`src/rtl/booth_pkg.sv`:
```
// Shared types for the sequential Booth multiplier: FSM states, Booth step
// operations and the accumulator width helper.
package booth_pkg;

  typedef enum logic [1:0] {
    IDLE = 2'd0,
    CALC = 2'd1,
    DONE = 2'd2
  } state_t;

  typedef enum logic [1:0] {
    NOP = 2'd0,
    ADD = 2'd1,
    SUB = 2'd2
  } op_t;

  // One guard bit keeps -2^(W-1) * -2^(W-1) exact.
  function automatic int acc_w(input int w);
    return w + 1;
  endfunction

  function automatic op_t booth_op(input logic q0, input logic q_m1);
    case ({q0, q_m1})
      2'b01:   return ADD;
      2'b10:   return SUB;
      default: return NOP;
    endcase
  endfunction

endpackage

```
`src/rtl/booth_seq_multiplier_if.sv`:
```
// Start/busy/done handshake and operand/product bus of the Booth multiplier.
interface booth_seq_multiplier_if #(
  parameter int WIDTH = 4
);
  logic                   start;
  logic [WIDTH-1:0]       multiplicand;
  logic [WIDTH-1:0]       multiplier;
  logic                   busy;
  logic                   done;
  logic [2*WIDTH-1:0]     product;

  modport master (
    output start, multiplicand, multiplier,
    input  busy, done, product
  );

  modport slave (
    input  start, multiplicand, multiplier,
    output busy, done, product
  );
endinterface

```
`src/rtl/booth_addsub.sv`:
```
// W-bit ripple-carry add/subtract; subtract inverts b and injects carry-in.
module booth_addsub #(
  parameter int W = 5
) (
  input  logic [W-1:0] a,
  input  logic [W-1:0] b,
  input  logic         sub,
  output logic [W-1:0] sum,
  output logic         cout
);

  logic [W:0]   c;
  logic [W-1:0] b_x;

  assign c[0] = sub;
  assign b_x  = b ^ {W{sub}};

  for (genvar i = 0; i < W; i++) begin : g_fa
    assign sum[i]   = a[i] ^ b_x[i] ^ c[i];
    assign c[i+1]   = (a[i] & b_x[i]) | (c[i] & (a[i] ^ b_x[i]));
  end

  assign cout = c[W];

endmodule

```
`src/rtl/booth_seq_multiplier.sv`:
```
// Radix-2 sequential Booth multiplier: one add/sub/no-op plus arithmetic
// shift of {A, Q, q_m1} per cycle, WIDTH steps per product.
//
// state | meaning
// IDLE  | waiting for start
// CALC  | one Booth step per cycle, cnt counts remaining steps
// DONE  | product valid, done pulse; start here reloads immediately
module booth_seq_multiplier
  import booth_pkg::*;
#(
  parameter int WIDTH = 4
) (
  input  logic                 clk,
  input  logic                 rst_n,
  booth_seq_multiplier_if.slave bus
);

  localparam int ACC_W = acc_w(WIDTH);
  localparam int CNT_W = $clog2(WIDTH + 1);

  state_t               state_q, state_d;
  logic [ACC_W-1:0]     m_q, m_d;
  logic [ACC_W-1:0]     a_q, a_d;
  logic [WIDTH-1:0]     q_q, q_d;
  logic                 qm1_q, qm1_d;
  logic [CNT_W-1:0]     cnt_q, cnt_d;
  logic                 busy_q, busy_d;
  logic                 done_q, done_d;
  logic [2*WIDTH-1:0]   prod_q, prod_d;

  op_t                  op;
  logic [ACC_W-1:0]     add_sum;
  logic [ACC_W-1:0]     a_step;
  logic                 add_cout_unused;

  assign op = booth_op(q_q[0], qm1_q);

  booth_addsub #(.W(ACC_W)) u_addsub (
    .a    (a_q),
    .b    (m_q),
    .sub  (op == SUB),
    .sum  (add_sum),
    .cout (add_cout_unused)
  );

  assign a_step = (op == NOP) ? a_q : add_sum;

  always_comb begin
    state_d = state_q;
    m_d     = m_q;
    a_d     = a_q;
    q_d     = q_q;
    qm1_d   = qm1_q;
    cnt_d   = cnt_q;
    prod_d  = prod_q;
    busy_d  = 1'b0;
    done_d  = 1'b0;
    case (state_q)
      IDLE, DONE: begin
        state_d = IDLE;
        if (bus.start) begin
          state_d = CALC;
          busy_d  = 1'b1;
          a_d     = '0;
          q_d     = bus.multiplier;
          qm1_d   = 1'b0;
          m_d     = {bus.multiplicand[WIDTH-1], bus.multiplicand};
          cnt_d   = CNT_W'(WIDTH);
        end
      end
      CALC: begin
        a_d   = {a_step[ACC_W-1], a_step[ACC_W-1:1]};
        q_d   = {a_step[0], q_q[WIDTH-1:1]};
        qm1_d = q_q[0];
        cnt_d = cnt_q - 1'b1;
        if (cnt_q == CNT_W'(1)) begin
          state_d = DONE;
          done_d  = 1'b1;
          prod_d  = {a_d[WIDTH-1:0], q_d};
        end else begin
          busy_d = 1'b1;
        end
      end
      default: state_d = IDLE;
    endcase
  end

  always_ff @(posedge clk or negedge rst_n) begin
    if (!rst_n) begin
      state_q <= IDLE;
      m_q     <= '0;
      a_q     <= '0;
      q_q     <= '0;
      qm1_q   <= 1'b0;
      cnt_q   <= '0;
      busy_q  <= 1'b0;
      done_q  <= 1'b0;
      prod_q  <= '0;
    end else begin
      state_q <= state_d;
      m_q     <= m_d;
      a_q     <= a_d;
      q_q     <= q_d;
      qm1_q   <= qm1_d;
      cnt_q   <= cnt_d;
      busy_q  <= busy_d;
      done_q  <= done_d;
      prod_q  <= prod_d;
    end
  end

  assign bus.busy    = busy_q;
  assign bus.done    = done_q;
  assign bus.product = prod_q;

endmodule

```
`src/flat_wrapper.sv`:
```
// flat-port wrapper written by rule: the top's interface ports become plain ports
module booth_seq_multiplier_flat import booth_pkg::*;
#(
  parameter int WIDTH = 4
)
  (clk, rst_n, bus_start, bus_multiplicand, bus_multiplier, bus_busy, bus_done, bus_product);
  booth_seq_multiplier_if #(.WIDTH(WIDTH)) bus_i ();
  input  logic clk;
  input  logic rst_n;
  input wire logic [$bits(bus_i.start)-1:0] bus_start;
  input wire logic [$bits(bus_i.multiplicand)-1:0] bus_multiplicand;
  input wire logic [$bits(bus_i.multiplier)-1:0] bus_multiplier;
  output wire logic [$bits(bus_i.busy)-1:0] bus_busy;
  output wire logic [$bits(bus_i.done)-1:0] bus_done;
  output wire logic [$bits(bus_i.product)-1:0] bus_product;
  assign bus_i.start = bus_start;
  assign bus_i.multiplicand = bus_multiplicand;
  assign bus_i.multiplier = bus_multiplier;
  assign bus_busy = bus_i.busy;
  assign bus_done = bus_i.done;
  assign bus_product = bus_i.product;
  booth_seq_multiplier #(.WIDTH(WIDTH)) u_core (.clk(clk), .rst_n(rst_n), .bus(bus_i));
endmodule
```
`config.mk`:
```
export PLATFORM = sky130hd
export DESIGN_NAME = booth_seq_multiplier_flat
export DESIGN_NICKNAME = d
export VERILOG_FILES = /design/src/rtl/booth_pkg.sv /design/src/rtl/booth_seq_multiplier_if.sv /design/src/rtl/booth_addsub.sv /design/src/rtl/booth_seq_multiplier.sv /design/src/flat_wrapper.sv
export SDC_FILE = /design/constraint.sdc
export NUM_CORES = 1
export LEC_CHECK = 0
export ABC_CLOCK_PERIOD_IN_PS = 4600
export BUFFER_PORTS_ARGS = -buffer_cell sky130_fd_sc_hd__buf_4
export CAP_MARGIN = 5
export CORE_UTILIZATION = 59
export DETAILED_ROUTE_END_ITERATION = 10
export MAX_ROUTING_LAYER = met4
export PLACE_DENSITY = 0.82
export SLEW_MARGIN = 20
export SYNTH_ARGS = -nofsm -noshare
export SYNTH_HDL_FRONTEND = slang
export SYNTH_SLANG_ARGS = --single-unit
```
`constraint.sdc`:
```
create_clock -name clk -period 4.6 [get_ports clk]
set_clock_uncertainty 0.1 [all_clocks]
set_input_delay 0.69 -clock clk [delete_from_list [all_inputs] [get_ports clk]]
set_output_delay 0.69 -clock clk [all_outputs]
set_load 0.02 [all_outputs]
```
==> impl_metrics.ini <==
[status]
run_status = finished clean

[clock_network]
clock_latency_ns = 0.33
clockRootBuffer = clkbuf_4
cts_setup_buffers = 0
cts_tree = yes
htree_levels = 1
path_clk_slew_ns = 0.15
cts.sinks = 28
cts_hold_buf = 0
cts_resized = 0
clockBufferDepth = 2
numCtsBuffers = 3

[global_routing]
grt_antenna_before_repair = 0
grt_max_degree = 29
grt_pass1_vias = 839
grt_pass1_wl_um = 3730
track_usage_pct = 20.7
grt_overflow_total = 0

[sta]
post-route-period-util_pct = 55.2
fin_crit_ns = 2.54
hold_viol = 0
slew_headroom_pct = 54.5
rsz0062_at_grt = false
setup_viol = 0
clock.fmax_mhz = 394
worst_pin_slew_ns = 0.682
finalSetupTns_ns = 0
drv_slew = 0

[synthesis]
yosysTopAreaCell = dfrtp_1
synth_commonest_cells = dfrtp_1 (28), inv_1 (10), mux2_2 (8)
synthFlopType = dfrtp_1
synthCells = 110
syn_area_um2 = 1370
yosys_warnings = 0
yosysSeqAreaShare_pct = 51.3
ys_types = 28
synth.most_common_cell = dfrtp_1
yosys-top-cells-area = dfrtp_1 (51%), mux2_2 (6.6%), fa_1 (5.9%)
avgSynthCellArea_um2 = 12.4
synth_nets = 128
synth_top_area_share_pct = 51.3
synth-seq-cells = 28
async_flop_share_pct = 100
synth_edf_count = 0

[worst_setup_path]
crit_start = u_core.qm1_q$_DFFE_PN0P_
endpoint_kind = flip-flop
cp-endpoint = u_core.bus.product[6]$_DFFE_PN0P_
r2r-end = u_core.bus.product[6]$_DFFE_PN0P_
r2r_start = u_core.qm1_q$_DFFE_PN0P_
rrSetupSlack_ns = 2.06
critPathArrivalTime_ns = 2.71
cp_max_fo = 4
worstSetupPathType = flip-flop to flip-flop
worst_setup_path_start_kind = flip-flop
r2r_cells = 9
cp.required_ns = 4.77

[die]
num_io_pins = 21
die_y_um = 50.1
coreArea_um2 = 2190
die_w_um = 50.1
dieArea_um2 = 2510
rows = 17
start_util_pct = 62.3

[min_path]
hold_class = input port to async pin

[detailed_routing]
ant_nets = 0
viasPerCell = 5.52
wl_um = 2150
drt_first_pass_iters = 4
route.detailed.drc = 0
num_vias = 855
drt_iter0_drc = 8
wire_per_inst_um = 13.9

[finish]
area.growth.synth_to_final_pct = 10.7
fin_nets = 146
antenna_cells = 0
drive_gt1_share_pct = 29.1
finalCoreUtilization_pct = 69.0

[power]
ir_worst_vdd_uv = 477
powerDensity_nw_per_um2 = 825
p_leak_uw = 0.000700

[placed_design]
dp_hpwl_um = 1550
place.gp.congestion = 0.805
port_buffers = 20

[flow_run]
max-cap-violations = 0
## cells in the final DEF (no fill, tap or decap), types with 3 or more instances in the layout
| cell type | synthesis | layout |
|---|---|---|
| dfrtp_1 | 28 | 28 |
| buf_4 | 0 | 20 |
| inv_1 | 10 | 10 |
| mux2_2 | 8 | 8 |
| nor2_1 | 6 | 6 |
| a21oi_1 | 5 | 5 |
| o21ai_0 | 4 | 4 |
| o22ai_1 | 4 | 4 |
| mux2i_1 | 4 | 4 |
| o2bb2ai_1 | 4 | 4 |
| fa_1 | 4 | 4 |
| xor2_1 | 3 | 3 |
| nand2b_1 | 3 | 3 |
| a21oi_2 | 3 | 3 |
| ha_1 | 3 | 3 |
| clkbuf_4 | 0 | 3 |
## metrics by stage
step	power [µW]	hold slack, ns	std cells	worst slack (ns)	area (µm²)
3_3_place_gp	1110	0.349	151	2.15	1480
6_report	1250	0.133	155	2.06	1510
4_1_cts	1260	0.149	155	2.06	1510
2_1_floorplan	1000	0.294	110	2.20	1370
5_1_grt	1360	0.154	155	1.84	1510
3_5_place_dp	1140	0.368	151	2.09	1480
## cell type report
class,instances,area [µm²]
Multi-Input combinational cell,65,552
Tap cell,28,35.0
Timing Repair Buffer,20,150
Fill cell,161,679
Inverter,10,37.5
Sequential cell,28,701
Clock buffer,4,36.3
## routing by layer
metal	share of wire, %	GRT usage, %
met2	48	31.8
met1	45	27.6
met3	5.1	4.01
met5	0	-
met4	1.6	7.14
## how the worst min path moves through the flow
stage	start	end
2_1_floorplan	rst_n	u_core.a_q[0]$_DFFE_PN0P_
3_3_place_gp	u_core.state_q[1]$_DFFE_PN0N_	u_core.state_q[1]$_DFFE_PN0N_
3_5_place_dp	u_core.state_q[1]$_DFFE_PN0N_	u_core.state_q[1]$_DFFE_PN0N_
4_1_cts	rst_n	u_core.bus.product[4]$_DFFE_PN0P_
5_1_grt	rst_n	u_core.q_q[3]$_DFFE_PN0P_
6_report	rst_n	u_core.bus.product[5]$_DFFE_PN0P_
## registers in the layout, indices dropped and copies added, names as in the netlist, 2 cells and up
| register | cells |
|---|---|
| u_core.cnt_q | 3 |
| u_core.a_q | 4 |
| u_core.q_q | 4 |
| u_core.m_q | 4 |
| u_core.state_q | 2 |
| u_core.bus.product | 8 |
## cell families (layout without fill, tap and decap cells)
group | count (synthesis) | after routing | share of synthesized area, %
buffers and inverters | 17 | 34 | 8.25
DFF | 28 | 28 | 51.3
AOI/OAI and AO/OA | 22 | 22 | 10.6
xor gates and xnor gates | 5 | 5 | 3.21
and+or+nand+nor | 19 | 19 | 8.43
adders and majority gates | 7 | 7 | 8.62
muxes | 12 | 12 | 9.53
## worst max-delay path: stages, from the launching register on
cell and delay (ns):
dfrtp_1 0.41, inv_1 0.06, ha_1 0.25, xor2_1 0.22, fa_1 0.20, inv_1 0.05, fa_1 0.41, fa_1 0.44
o21a_1 0.21, a21oi_1 0.14
## where the power goes
part           total (µW)  switching [µW]  internal (µW)  leakage, µW
Combinational         675             367            308     0.000346
Clock                 120            71.2           48.5    0.0000210
Sequential            452            82.0            370     0.000332
Note: power is estimated with default switching activity, not from simulation.
